**src/rtl/halfband_rate_sequencer.sv**
```systemverilog
// -----------------------------------------------------------------------------
// halfband_rate_sequencer
//
// Clock-enable generator and run sequencer for the 2x halfband interpolation
// stage. A single free-running phase counter (active outside IDLE) is decoded
// into three phase-aligned strobes:
//   clock_12_5_en : output-rate strobe, once every DIV_FAST clk cycles
//   sam_clk_en    : input-sample strobe, once every 2*DIV_FAST clk cycles
//   sym_clk_en    : symbol strobe, once every SPS samples
// The polyphase select `phase` toggles on every output-rate strobe, so the
// filter output alternates direct branch (0) / FIR branch (1) in lockstep with
// the input samples.
//
// The sequencer primes the filter delay line after start (PRIME), runs
// (RUN), and on stop flushes the delay line with zero-filled samples (DRAIN)
// before returning to IDLE.
//
// Ports:
//   clk           in   system clock
//   reset         in   asynchronous, active-high reset
//   start         in   level-sampled run request (honoured only in IDLE)
//   stop          in   level-sampled stop request (beats start, ignored in IDLE)
//   clock_12_5_en out  output-rate strobe
//   sam_clk_en    out  input-sample strobe
//   sym_clk_en    out  symbol strobe
//   phase         out  polyphase select, 0 = direct branch, 1 = FIR branch
//   zero_fill     out  datapath substitutes 0 for x_in while high (DRAIN)
//   out_valid     out  filter output is meaningful
//   busy          out  sequencer is not IDLE
//   state         out  IDLE=0, PRIME=1, RUN=2, DRAIN=3
// -----------------------------------------------------------------------------
module halfband_rate_sequencer #(
    parameter int DIV_FAST      = 4,
    parameter int SPS           = 4,
    parameter int PRIME_SAMPLES = 4,
    parameter int FLUSH_SAMPLES = 4
) (
    input  logic       clk,
    input  logic       reset,
    input  logic       start,
    input  logic       stop,
    output logic       clock_12_5_en,
    output logic       sam_clk_en,
    output logic       sym_clk_en,
    output logic       phase,
    output logic       zero_fill,
    output logic       out_valid,
    output logic       busy,
    output logic [1:0] state
);

    // One full symbol period in clk cycles; the phase counter wraps here.
    localparam int P    = 2 * DIV_FAST * SPS;
    localparam int CW   = (P > 1) ? $clog2(P) : 1;
    localparam int SMAX = (PRIME_SAMPLES > FLUSH_SAMPLES) ? PRIME_SAMPLES : FLUSH_SAMPLES;
    localparam int SW   = ($clog2(SMAX + 1) < 3) ? 3 : $clog2(SMAX + 1);

    localparam logic [1:0] IDLE  = 2'd0;
    localparam logic [1:0] PRIME = 2'd1;
    localparam logic [1:0] RUN   = 2'd2;
    localparam logic [1:0] DRAIN = 2'd3;

    logic [1:0]    state_q,   state_d;
    logic [CW-1:0] cnt_q,     cnt_d;
    logic          phase_q,   phase_d;
    logic [SW-1:0] sampCnt_q, sampCnt_d;
    logic          fromRun_q, fromRun_d;

    logic active;

    // Strobes come only from registered counter and state, so start/stop can
    // never reach them combinationally. All strobes are quiet in IDLE because
    // the counter is parked at 0 there and the active qualifier is low.
    assign active        = (state_q != IDLE);
    assign clock_12_5_en = active && ((int'(cnt_q) % DIV_FAST) == (DIV_FAST - 1));
    assign sam_clk_en    = active && ((int'(cnt_q) % (2 * DIV_FAST)) == (2 * DIV_FAST - 1));
    assign sym_clk_en    = active && (cnt_q == CW'(P - 1));

    // Status decode. out_valid survives into DRAIN only when the filter had
    // actually been producing valid output, i.e. DRAIN was entered from RUN.
    assign phase     = phase_q;
    assign zero_fill = (state_q == DRAIN);
    assign out_valid = (state_q == RUN) || ((state_q == DRAIN) && fromRun_q);
    assign busy      = active;
    assign state     = state_q;

    // Sequencer next-state logic. stop is checked before any sample-count
    // completion so it always wins; start is looked at only in IDLE.
    always_comb begin
        state_d   = state_q;
        fromRun_d = fromRun_q;
        case (state_q)
            IDLE: begin
                fromRun_d = 1'b0;
                if (start && !stop) begin
                    state_d = PRIME;
                end
            end
            PRIME: begin
                if (stop) begin
                    state_d   = DRAIN;
                    fromRun_d = 1'b0;
                end else if (sam_clk_en && (sampCnt_q == SW'(PRIME_SAMPLES - 1))) begin
                    state_d = RUN;
                end
            end
            RUN: begin
                if (stop) begin
                    state_d   = DRAIN;
                    fromRun_d = 1'b1;
                end
            end
            default: begin
                if (sam_clk_en && (sampCnt_q == SW'(FLUSH_SAMPLES - 1))) begin
                    state_d = IDLE;
                end
            end
        endcase
    end

    // The sample counter measures progress through PRIME and DRAIN only; it
    // restarts on every state change so each phase counts from zero. In RUN
    // it simply holds, since nothing there depends on it.
    always_comb begin
        sampCnt_d = sampCnt_q;
        if (state_d != state_q) begin
            sampCnt_d = '0;
        end else if (sam_clk_en && ((state_q == PRIME) || (state_q == DRAIN))) begin
            sampCnt_d = sampCnt_q + SW'(1);
        end
    end

    // Phase counter and polyphase select. Both keep running straight through
    // PRIME -> RUN -> DRAIN so the datapath sees no discontinuity at a stop;
    // they are parked at 0 whenever the sequencer is (or is about to be) idle,
    // which also makes cnt 0 in the first PRIME cycle.
    always_comb begin
        cnt_d   = cnt_q;
        phase_d = phase_q;
        if ((state_d == IDLE) || (state_q == IDLE)) begin
            cnt_d   = '0;
            phase_d = 1'b0;
        end else begin
            cnt_d = (cnt_q == CW'(P - 1)) ? '0 : (cnt_q + CW'(1));
            if (clock_12_5_en) begin
                phase_d = ~phase_q;
            end
        end
    end

    // State registers with asynchronous active-high reset; reset returns
    // everything to IDLE immediately and drops any pending request.
    always_ff @(posedge clk or posedge reset) begin
        if (reset) begin
            state_q   <= IDLE;
            cnt_q     <= '0;
            phase_q   <= 1'b0;
            sampCnt_q <= '0;
            fromRun_q <= 1'b0;
        end else begin
            state_q   <= state_d;
            cnt_q     <= cnt_d;
            phase_q   <= phase_d;
            sampCnt_q <= sampCnt_d;
            fromRun_q <= fromRun_d;
        end
    end

endmodule

```
**config.mk**
```make
export PLATFORM = sky130hd
export DESIGN_NAME = halfband_rate_sequencer
export DESIGN_NICKNAME = d
export VERILOG_FILES = /design/src/rtl/halfband_rate_sequencer.sv
export SDC_FILE = /design/constraint.sdc
export NUM_CORES = 1
export LEC_CHECK = 0
export CORE_MARGIN = 10
export CORE_UTILIZATION = 25
export DETAILED_ROUTE_END_ITERATION = 8
export PLACE_DENSITY = 0.54
export SETUP_SLACK_MARGIN = 0.5
export SYNTH_ARGS = -nofsm -noshare
export SYNTH_HDL_FRONTEND = slang
export SYNTH_SLANG_ARGS = --single-unit
export TNS_END_PERCENT = 1
```
**constraint.sdc**
```tcl
create_clock -name clk -period 4.15 [get_ports clk]
set_clock_uncertainty 0.1 [all_clocks]
set_input_delay 0.6225 -clock clk [delete_from_list [all_inputs] [get_ports clk]]
set_output_delay 0.6225 -clock clk [all_outputs]
set_load 0.02 [all_outputs]
```
# Yosys cells after proc, flatten, opt, wreduce, memory -nomap -nowiden
# Cells that the tools add are included.
# word_totals
n_memories	0
reg_bits	12
elab_cells	51
rom_bits	0
latchBits	0
ram_bits	0
# op_classes
reduce_logical	18
eq_ne	10
n_addsub	2
shift	0
div_mod_pow	0
bitwise	1
order_cmp	0
mul	0
n_mux	15
# ops
operator	n
2-to-1 mux 2 bit	5
2-to-1 mux 5 bit	2
logical AND 1 bit	7
2-to-1 mux 3 bit	2
one-hot mux 2 bit (3 select lines)	1
nonzero test 2 bit	3
adder 5 x 1 -> 5 bit (second input constant)	1
equality test 5 bit (second input constant)	1
equality test 2 x 1 -> 1 bit (second input constant)	2
equality test 2 bit (second input constant)	2
zero test 2 bit	2
2-to-1 mux 1 bit	4
inequality test 2 bit (second input constant)	2
adder 3 x 1 -> 3 bit (second input constant)	1
equality test 3 x 1 -> 1 bit (second input constant)	1
equality test 3 x 2 -> 1 bit (second input constant)	1
logical OR 1 bit	3
one-hot mux 1 bit (3 select lines)	1
AND reduction 3 bit	1
nonzero test 3 bit	1
inequality test 2 bit	1
zero test 1 bit	1
NOT 1 bit	1

# Longest topological paths before layout
# depth
ltp_word	9
mapped_depth	5
ltp_nobuf	5

# Worst setup path after synthesis
# Ideal clock, no wire load.
# synth_path
path_kind	register to output
start	reg cnt_q[0]
end	out sym_clk_en
t_arrival_ns	1.241
path_slack_ns	2.187
stages_incl_launch_ff	5
cell_sequence	dfrtp_1 > ha_1 > and3_1 > ha_1 > nor2b_1
# synth_via
elab_chain_cells	2
# synth_lines
item	line_no	source
start, declared	64	logic [CW-1:0] cnt_q, cnt_d;
start signal, assigned	162	cnt_q <= cnt_d;
equality test 5 bit	77	assign sym_clk_en = active && (cnt_q == CW'(P - 1));
logical AND 1 bit	77	
end, declared	44	output logic sym_clk_en,
# No other way between the ends.

# Worst setup path in the final report
# Same ends and word-level chain as after synthesis.

==> results.yml <==
synthesis:
  synth_top_family_by_area: "simple AND/OR/NAND/NOR gates"
  ys_seq_area_share_pct: 45.80
  syn-cell-area_sq_um: 655.6
  synth_area_per_cell_sq_um: 10.41
  synth_area_leaders: "dfrtp_1 (46%), ha_1 (9.5%), nor2b_1 (4.8%), and3_1 (3.8%), nor3_1 (3.1%)"
  syn_nets: 72
  synth.top_cell.area_share_pct: 45.80
  synth_compound_area_share_pct: 10.88
  synth_xor_area_share_pct: 4.008
  synth_cell_types: 27
  synthAdderAreaFrac_pct: 9.542
  ys_warn_count: 0
  synth.largest_area_cell: "dfrtp_1"
  yosys.area_share.simple_pct: 23.47
  synth_mux_area_share_pct: 1.527
  synthCells: 63
  ys_ff_latch: 12
placed_design:
  dp_worst_setup_slack_ns: 1.687
  place.gp.congestion: 0.7283
  place_area_sq_um: 797.0
  io_buffers: 12
  hpwl_mm: 1.037
pwr:
  p_sw_uw: 210.6
  leakage_nw: 0.3763
  max-vdd-ir-drop_mv: 0.3419
  clockPowerShare_pct: 16.1
  pwr-share-comb_pct: 45.8
  swShare_pct: 37.07
  internal-power_uw: 357.5
  power.total_uw: 568.1
  p_per_area_mw_per_mm2: 681.7
  seqPwrFrac_pct: 38.0
drt:
  vias_per_cell: 4.430
  post_drt_wl_per_cell_um: 11.81
  drt-initial-drc-count: 30
  num_vias: 474
  first_pass_iters: 3
  drc: 0
  routed_wl_mm: 1.264
  ant_nets: 0
clock_tree:
  cts_tree: "built"
  htreeDepth: 1
  root_buffer: "clkbuf_4"
  clk_pin_slew_ns: 0.07
  cts_setup_buffers: 0
  clock_path_buffers: 2
  hold_buffers: 0
  cts_made_buffers: 3
  cts-resized-gates: 0
  clk_latency_ns: 0.27
  cts_sinks: 12
floorplan:
  core.rowCount: 18
  core_region_area_sq_mm: 0.002500
  dieHeight_um: 71.21
  dieArea_sq_mm: 0.005071
  fp.dieW_um: 71.21
  ioPinCount: 13
  initial_utilization_pct: 26.23
final_layout:
  fillers: 272
  area_growth_pct: 27.10
  drive_above_1_share_pct: 7.792
  final_cell_area_sq_um: 833.3
  diodes: 0
  layout_common_cells: "dfrtp_1 (12), clkdlybuf4s50_1 (12), nor2b_1 (5), ha_1 (5)"
  nets: 87
global_routing:
  antenna_found_initial: 0
  grt.overflow.total: 0
  grt_max_degree: 15
  grt_usage_pct: 5.641
  grt_pass1_wl_mm: 2.332
  grt_pass1_vias: 503
critical_path:
  critical_path.endpoint_type: "output port"
  crit_fanout: 4
  worst_r2r_path_depth: 5
  path_class: "flop to output port"
  critPathLaunchType: "flop"
  cp.required_ns: 3.43
  critPathArrivalTime_ns: 2.01
timing:
  setup_viol: 0
  min_period_ns: 2.734
  worstMarginPinSlew_ns: 0.4433
  setup_ws_ns: 1.416
  clock.fmax_mhz: 365.8
  slew_headroom_pct: 70.14
  fin_setup_tns_ns: 0
  drv_slew: 0
  rsz0062_at_grt: "no"
  fin_crit_sh_pct: 65.87
  hold_violations: 0
  hold_ws_ns: 0.3860
outcome:
  status: "completed"
min_path:
  holdPathStages: 1
  hp-class: "flop to flop"
run:
  maxCapViolCount: 0
cell type report:
type	count	area (sq um)	share of cell area, %
Inverter	4	15.01	1.802
Multi-Input combinational cell	45	324.1	38.89
Timing Repair Buffer	12	120.1	14.41
Clock buffer	4	36.28	4.354
Sequential cell	12	300.3	36.04
Tap cell	30	37.54	4.505
worst max-delay path, cell delays in order, from the launching register on:
cell and delay (ns):
dfrtp_1 0.40, ha_1 0.25, and3_1 0.20, ha_1 0.21, nor2b_1 0.14, clkdlybuf4s50_1 0.54
metal layers:
layer	global-route usage (%)	up-vias	share of wire, %
met4	2.581	0	1.7
met2	8.235	12	45
met1	6.609	215	46
li1	-	245	-
met5	0	-	0
met3	3.030	2	7.0
registers in the layout, indices dropped and copies added, names as in the netlist:
name       cells
cnt_q          5
state          2
phase          1
sampCnt_q      3
fromRun_q      1
Yosys cell counts:
master     instances
and2_1             1
mux2i_1            1
nor2b_1            5
a2111oi_1          1
nand4_1            1
a21o_1             2
a21boi_0           1
nand2_1            4
nor3b_1            1
xnor2_1            1
nand3_1            2
buf_2              1
nand2b_1           1
xor2_1             2
or3b_4             1
nor3_1             4
nand3b_1           1
nor2_1             2
inv_1              4
a21oi_4            1
and3_1             4
dfrtp_1           12
buf_6              1
ha_1               5
a21oi_1            1
o21ai_0            2
a21boi_1           1
through the flow:
| step | instances | utilization [%] |
|---|---|---|
| 2_1_floorplan | 63 | - |
| 3_3_place_gp | 103 | 31.88 |
| 6_report | 107 | 33.33 |
| 4_1_cts | 107 | 33.33 |
| 5_1_grt | 107 | 33.33 |
| 3_5_place_dp | 103 | 31.88 |
power groups by stage:
stage	Sequential, mW	Clock (mW)	Combinational, mW
after floorplan	0.211	0	0.178
after CTS	0.217	0.0971	0.269
after detailed placement	0.219	0	0.268
final	0.216	0.0916	0.260
after global placement	0.218	0	0.263
after global routing	0.228	0.105	0.298
cell families (layout without fill, tap and decap cells):
logic type / Yosys count / after routing
mux: 1 / 1
xor+xnor: 3 / 3
fa+ha+maj: 5 / 5
buf+inv: 6 / 20
compound gates: 9 / 9
simple gates: 27 / 27
flops: 12 / 12
final timing paths:
| check | from | endpoint | slack [ns] |
|---|---|---|---|
| setup / recovery | cnt_q[0] | sym_clk_en | 1.42 |
| hold / removal | cnt_q[0] | cnt_q[0] | 0.39 |
| setup reg to reg | cnt_q[0] | cnt_q[2] | 2.40 |
| hold reg to reg | cnt_q[0] | cnt_q[0] | 0.39 |
| max in group asynchronous | reset | cnt_q[3] | 3.09 |
| min in group asynchronous | reset | sampCnt_q[2] | 0.55 |
Note: power is estimated with default switching activity, not from simulation.
